<file path="src/rtl/button_conditioner_if.sv">
// Raw push-button inputs and conditioned level/pulse outputs of button_conditioner.
// master drives the raw buttons and observes the outputs; slave is the conditioner.
interface button_conditioner_if;
    logic up_button_raw;
    logic down_button_raw;
    logic center_button_raw;
    logic up_button_level;
    logic down_button_level;
    logic center_button_level;
    logic up_button_pulse;
    logic down_button_pulse;
    logic center_button_pulse;

    modport master (
        output up_button_raw, down_button_raw, center_button_raw,
        input  up_button_level, down_button_level, center_button_level,
        input  up_button_pulse, down_button_pulse, center_button_pulse
    );

    modport slave (
        input  up_button_raw, down_button_raw, center_button_raw,
        output up_button_level, down_button_level, center_button_level,
        output up_button_pulse, down_button_pulse, center_button_pulse
    );
endinterface

</file>
<file path="src/rtl/button_conditioner.sv">
// Synchronize, debounce and edge-detect the up/down/center push-buttons (channel 0/1/2).
// Optional macro BUTTON_CONDITIONER_AUTO_REPEAT_EN adds hold-to-repeat pulses on up/down.
module button_conditioner #(
    parameter int DEBOUNCE_CYCLES = 1000000,
    parameter int REPEAT_DELAY    = 50000000,
    parameter int REPEAT_PERIOD   = 15000000
) (
    input logic               clk,
    input logic               rst,
    button_conditioner_if.slave btn
);

    localparam int            CW       = $clog2(DEBOUNCE_CYCLES + 1);
    localparam logic [CW-1:0] CNT_LAST = CW'(DEBOUNCE_CYCLES - 1);

    if (DEBOUNCE_CYCLES < 1 || REPEAT_DELAY < 1 || REPEAT_PERIOD < 1) begin : g_bad_cfg
        $error("button_conditioner: DEBOUNCE_CYCLES, REPEAT_DELAY and REPEAT_PERIOD must be >= 1");
    end

    logic [2:0]    raw;
    logic [2:0]    s1_q, s1_d;
    logic [2:0]    s2_q, s2_d;
    logic [2:0]    level_q, level_d;
    logic [2:0]    pulse_q, pulse_d;
    logic [CW-1:0] cnt_q [3];
    logic [CW-1:0] cnt_d [3];

    assign raw = {btn.center_button_raw, btn.down_button_raw, btn.up_button_raw};

`ifdef BUTTON_CONDITIONER_AUTO_REPEAT_EN
    localparam int            RW         = $clog2(REPEAT_DELAY + REPEAT_PERIOD + 1);
    localparam logic [RW-1:0] REP_FIRST  = RW'(REPEAT_DELAY - 1);
    localparam logic [RW-1:0] REP_NEXT   = RW'(REPEAT_DELAY + REPEAT_PERIOD - 1);
    localparam logic [RW-1:0] REP_RELOAD = RW'(REPEAT_DELAY);

    logic [RW-1:0] rep_q [2];
    logic [RW-1:0] rep_d [2];
`endif

    always_comb begin
        s1_d = raw;
        s2_d = s1_q;
        for (int i = 0; i < 3; i++) begin
            level_d[i] = level_q[i];
            pulse_d[i] = 1'b0;
            cnt_d[i]   = '0;
            // Any sample agreeing with the current level leaves the counter at zero.
            if (s2_q[i] != level_q[i]) begin
                if (cnt_q[i] == CNT_LAST) begin
                    level_d[i] = ~level_q[i];
                    pulse_d[i] = ~level_q[i];
                end else begin
                    cnt_d[i] = cnt_q[i] + 1'b1;
                end
            end
        end
`ifdef BUTTON_CONDITIONER_AUTO_REPEAT_EN
        // Repeat counter runs only while the level stays high; it wraps back to
        // REPEAT_DELAY after each periodic pulse so it never exceeds its range.
        for (int j = 0; j < 2; j++) begin
            rep_d[j] = '0;
            if (level_q[j] && level_d[j]) begin
                if (rep_q[j] == REP_FIRST || rep_q[j] == REP_NEXT) begin
                    pulse_d[j] = 1'b1;
                end
                rep_d[j] = (rep_q[j] == REP_NEXT) ? REP_RELOAD : rep_q[j] + 1'b1;
            end
        end
`endif
    end

    always_ff @(posedge clk) begin
        if (rst) begin
            s1_q    <= '0;
            s2_q    <= '0;
            level_q <= '0;
            pulse_q <= '0;
            for (int i = 0; i < 3; i++) begin
                cnt_q[i] <= '0;
            end
`ifdef BUTTON_CONDITIONER_AUTO_REPEAT_EN
            for (int j = 0; j < 2; j++) begin
                rep_q[j] <= '0;
            end
`endif
        end else begin
            s1_q    <= s1_d;
            s2_q    <= s2_d;
            level_q <= level_d;
            pulse_q <= pulse_d;
            for (int i = 0; i < 3; i++) begin
                cnt_q[i] <= cnt_d[i];
            end
`ifdef BUTTON_CONDITIONER_AUTO_REPEAT_EN
            for (int j = 0; j < 2; j++) begin
                rep_q[j] <= rep_d[j];
            end
`endif
        end
    end

    assign btn.up_button_level     = level_q[0];
    assign btn.down_button_level   = level_q[1];
    assign btn.center_button_level = level_q[2];
    assign btn.up_button_pulse     = pulse_q[0];
    assign btn.down_button_pulse   = pulse_q[1];
    assign btn.center_button_pulse = pulse_q[2];

endmodule

</file>
<file path="src/flat_wrapper.sv">
// flat-port wrapper written by rule: the top's interface ports become plain ports
module button_conditioner_flat 
#(
    parameter int DEBOUNCE_CYCLES = 1000000,
    parameter int REPEAT_DELAY    = 50000000,
    parameter int REPEAT_PERIOD   = 15000000
)
  (clk, rst, btn_up_button_raw, btn_down_button_raw, btn_center_button_raw, btn_up_button_level, btn_down_button_level, btn_center_button_level, btn_up_button_pulse, btn_down_button_pulse, btn_center_button_pulse);
  button_conditioner_if btn_i ();
  input logic clk;
  input logic rst;
  input wire logic [$bits(btn_i.up_button_raw)-1:0] btn_up_button_raw;
  input wire logic [$bits(btn_i.down_button_raw)-1:0] btn_down_button_raw;
  input wire logic [$bits(btn_i.center_button_raw)-1:0] btn_center_button_raw;
  output wire logic [$bits(btn_i.up_button_level)-1:0] btn_up_button_level;
  output wire logic [$bits(btn_i.down_button_level)-1:0] btn_down_button_level;
  output wire logic [$bits(btn_i.center_button_level)-1:0] btn_center_button_level;
  output wire logic [$bits(btn_i.up_button_pulse)-1:0] btn_up_button_pulse;
  output wire logic [$bits(btn_i.down_button_pulse)-1:0] btn_down_button_pulse;
  output wire logic [$bits(btn_i.center_button_pulse)-1:0] btn_center_button_pulse;
  assign btn_i.up_button_raw = btn_up_button_raw;
  assign btn_i.down_button_raw = btn_down_button_raw;
  assign btn_i.center_button_raw = btn_center_button_raw;
  assign btn_up_button_level = btn_i.up_button_level;
  assign btn_down_button_level = btn_i.down_button_level;
  assign btn_center_button_level = btn_i.center_button_level;
  assign btn_up_button_pulse = btn_i.up_button_pulse;
  assign btn_down_button_pulse = btn_i.down_button_pulse;
  assign btn_center_button_pulse = btn_i.center_button_pulse;
  button_conditioner #(.DEBOUNCE_CYCLES(DEBOUNCE_CYCLES), .REPEAT_DELAY(REPEAT_DELAY), .REPEAT_PERIOD(REPEAT_PERIOD)) u_core (.clk(clk), .rst(rst), .btn(btn_i));
endmodule
</file>
<file path="config.mk">
export PLATFORM = sky130hd
export DESIGN_NAME = button_conditioner_flat
export DESIGN_NICKNAME = d
export VERILOG_FILES = /design/src/rtl/button_conditioner_if.sv /design/src/rtl/button_conditioner.sv /design/src/flat_wrapper.sv
export SDC_FILE = /design/constraint.sdc
export NUM_CORES = 1
export LEC_CHECK = 0
export CORE_UTILIZATION = 65
export CTS_CLUSTER_SIZE = 8
export DETAILED_ROUTE_END_ITERATION = 8
export PLACE_DENSITY_LB_ADDON = 0.3
export SETUP_SLACK_MARGIN = 0.4
export SYNTH_ARGS = -nofsm -noshare
export SYNTH_HDL_FRONTEND = slang
export SYNTH_SLANG_ARGS = --single-unit
</file>
<file path="constraint.sdc">
create_clock -name clk -period 2.91 [get_ports clk]
set_input_delay 0.291 -clock clk [delete_from_list [all_inputs] [get_ports clk]]
set_output_delay 0.291 -clock clk [all_outputs]
set_load 0.1 [all_outputs]
</file>
# Yosys cells after proc, flatten, opt, wreduce, memory -nomap -nowiden
# Memories as Yosys holds them, arrays and structs flattened.
# Cells that the tools add are included.
dict set report op_classes {
  addsub 3
  eq_ne 6
  n_mux 12
  bitwise_logic 12
  n_reduce_logical 6
}
# op n
set ops {}
lappend ops {{$mux 20} 9}
lappend ops {{$add 20x1->20 const B} 3}
lappend ops {{$eq 20x20->1 const B} 3}
lappend ops {{$not 1->1} 9}
lappend ops {{$reduce_or 3->1} 3}
lappend ops {{$reduce_and 2->1} 3}
lappend ops {{$mux 1} 3}
lappend ops {{$ne 1x1->1} 3}
lappend ops {{$or 1x1->1} 3}
dict set report totals {
  ff_bits 12
  ram_bits 60
  in_bits 5
  out_inout_bits 6
  elab_cells 48
  mem_count 1
}
# memory depth word_bits rd rd_ports_with_merged_regs write_ports line_no
set memory_table {}
lappend memory_table {u_core.cnt_q 3 20 3 0 3 button_conditioner.sv:25} ;# logic [CW-1:0] cnt_q [3];

# Depth between registers and ports, before layout
dict set report logic_depth {
  word_depth 4
  mapped_depth 7
  mapped_depth_nobuf 5
}

# Least setup slack after synthesis
# OpenSTA, ideal clock, no wires.
dict set report synth_timing {
  path_kind {register to register}
  startpoint {register u_core.level_q[1]}
  endpoint {memory u_core.cnt_q[0][24] (netlist bit)}
  setup_ps 117
  arrival_ps 1658
  required_time_ps 2793
  path_slack_ps 1134
  stages_incl_launch_ff 6
  path_buffers 1
  period_less_slack_ps 1776
  path_cell_list {dfxtp_1 xnor2_1 nor2_1 o21ai_2 buf_2 nor2_1}
}
# item line_no
set synth_lines {}
lappend synth_lines {{from (decl)} button_conditioner.sv:23} ;# logic [2:0] level_q, level_d;
lappend synth_lines {{from (signal assigned)} button_conditioner.sv:89} ;# level_q <= level_d;
lappend synth_lines {{to (decl)} button_conditioner.sv:25}

==> impl_metrics.tcl <==
set metrics [dict create \
    die_area_mm2 0.005109 \
    ys_top_cells_by_area "dfxtp_1 (46%), xor2_1 (6.1%), nor2_1 (5.0%)" \
    max_freq_mhz 499.0 \
    netlist_area_mm2 0.003138 \
    clk_latency_ps 360 \
    synth_area_leader_cell "dfxtp_1" \
    gr-total-overflow 0 \
    leakagePower_nw 1.081 \
    fin_crit_ps 2004 \
    start_util_pct 69.67 \
    maxSlewHeadroom_pct 49.07 \
    syn-num-nets 358 \
    drtAntennaViolNets 0 \
    peakVddDrop_mv 0.4115 \
    grt_setup_unrepaired "no" \
    postCtsSetupBuffers 0 \
    insertedDiodeCount 0 \
    netlist_instances 350 \
    cts.clk_slew.worst_paths_ps 80 \
    wl_per_cell_um 14.19 \
    crit_type "reg -> reg" \
    tns_ps 0 \
    pin_count 11 \
    nNetsFinal 370 \
    drive_above_1_share_pct 8.447 \
    holdCritPathClass "reg -> reg" \
    status "complete, no violations" \
    grt.total_usage_pct 25.15 \
    grt_max_degree 20 \
    synth_edf_count 0 \
    async_reset_ff_share_pct 0 \
    pre_cts_ws_ps 921.3 \
    synth_top_cell_area_share_pct 45.93 \
    h-tree-depth 3 \
    cts_max_path_buffers 2 \
    power_density_mw_per_mm2 546.0 \
    hold_buffers 0 \
    cts_tree "built" \
    hold_viol_final 0 \
    synth.most_common_cell "dfxtp_1" \
    yosysWarnings 0 \
    ys_seq_area_share_pct 45.93 \
    placed_cell_area_mm2 0.003246 \
    die-width_um 71.48 \
    vias 2502 \
    root_buffer "clkbuf_8" \
    drt_wl_total_mm 5.947 \
    grt_pass1_wl_mm 10.02 \
    hpwlAfterDp_mm 4.015 \
    finalSetupViolCount 0 \
    cts_resized 0 \
    viasPerCell 5.971 \
    dieHeight_um 71.48 \
    synth_ff_type "dfxtp_1" \
    yosys-top-cells-count "dfxtp_1 (72), nor2_1 (42), a21oi_1 (22), xor2_1 (22), nand3_1 (20)" \
    fin_crit_sh_pct 68.86 \
    area_delta_synth_final_pct 10.65 \
    hold_slack_ps 437.7 \
    grt_pass1_vias 2333 \
    dr.first_iter.drc_count 163 \
    antenna_found_initial 0 \
    critical_path.startpoint_type "flop" \
    dr.pass1.iters 4 \
    core_mm2 0.004504 \
    cts.sinks 72 \
    cts_buffers 9 \
    rows 24 \
    place_congestion 0.8717 \
    worstPathRequired_ps 3130 \
    tightest_slew_ps 763.8 \
    final_util_pct 77.08 \
    synthDistinctLibCells 36 \
    finalMaxSlewViolations 0 \
    avgSynthCellArea_um2 8.966 \
    fin_skew_ps 10.78 \
    maxCapViolCount 0 \
    setup_slack_ps 906.1 \
    cp_max_fo 19 \
    final_cell_area_mm2 0.003472 \
    nFillCells 297 \
    drcViolationCount 0 \
    arrival_ps 2220 \
    ys_ff_latch 72 \
    cp-end-kind "flop" \
    port_buffers 10 \
]
-- cell families after synthesis --
group / share of synthesized area [%]
XOR/XNOR: 10.61
adder cells (fa/ha/maj): 1.196
buffers and inverters: 2.432
flip-flops: 45.93
AO/OA/AOI/OAI: 8.573
AND/OR/NAND/NOR: 31.26
-- metal layers --
layer | vias up | GRT usage [%] | share of wire [%]
li1 | 1295 | - | -
met1 | 1161 | 30.14 | 47
met2 | 42 | 42.01 | 49
met3 | 4 | 8.861 | 3.9
met4 | 0 | 8.932 | 0.40
met5 | - | 0 | 0
-- state kept, by name, summed over array words and instances, names as in the netlist --
signal,cells
u_core.cnt_q,60
u_core.level_q,3
u_core.pulse_q,3
u_core.s1_q,3
u_core.s2_q,3
-- final cells by class --
class                   instances  area, µm²  share of cell area, %
repair buffers                 10      85.08                  2.450
clock buffers                   9      123.9                  3.568
well taps                      52      65.06                  1.874
multi-input cells             260       1620                  46.67
inverters                       9      33.78                 0.9730
clock inverters                 7      102.6                  2.955
flip-flops and latches         72       1441                  41.51
-- per-stage QoR --
stage	std cells	power (W)
finish	419	0.001896
global route	419	0.001960
CTS	419	0.001915
floorplan	350	0.001028
detailed placement	403	0.001038
global placement	403	0.001037
-- worst max-delay path, cell delays in order, from the launching register on --
cell and delay [ps]:
dfxtp_1 370, ha_1 210, and4_1 320, nand2_1 170, o21ai_2 650, nor2_1 140
-- cell usage in the layout (no fill, tap or decap), drive strengths merged, types with 12 or more instances in the layout --
master,netlist,routed
nand2,17,17
or3,12,12
xor2,22,22
nor2,42,42
a21oi,22,22
nand3,20,20
nand4,20,20
xnor2,16,16
o21ai,16,16
dfxtp,72,72
-- final timing paths --
| check | startpoint | end | slack [ps] | cells after the start |
|---|---|---|---|---|
| worst min-delay path | u_core.s1_q[2] | u_core.s2_q[2] | 440 | 1 |
| worst max-delay path | u_core.cnt_q[0][0] | u_core.cnt_q[0][7] | 910 | 5 |
| worst max register to register | u_core.cnt_q[0][0] | u_core.cnt_q[0][7] | 910 | 5 |
| worst min register to register | u_core.s1_q[2] | u_core.s2_q[2] | 440 | 1 |
-- power by group --
group / switching, W / total (W) / internal, W
sequential: 0.00000375 / 0.000993 / 0.000989
combinational: 0.0000126 / 0.0000219 / 0.00000930
clock: 0.000390 / 0.000881 / 0.000491
Note: power is estimated with default switching activity, not from simulation.
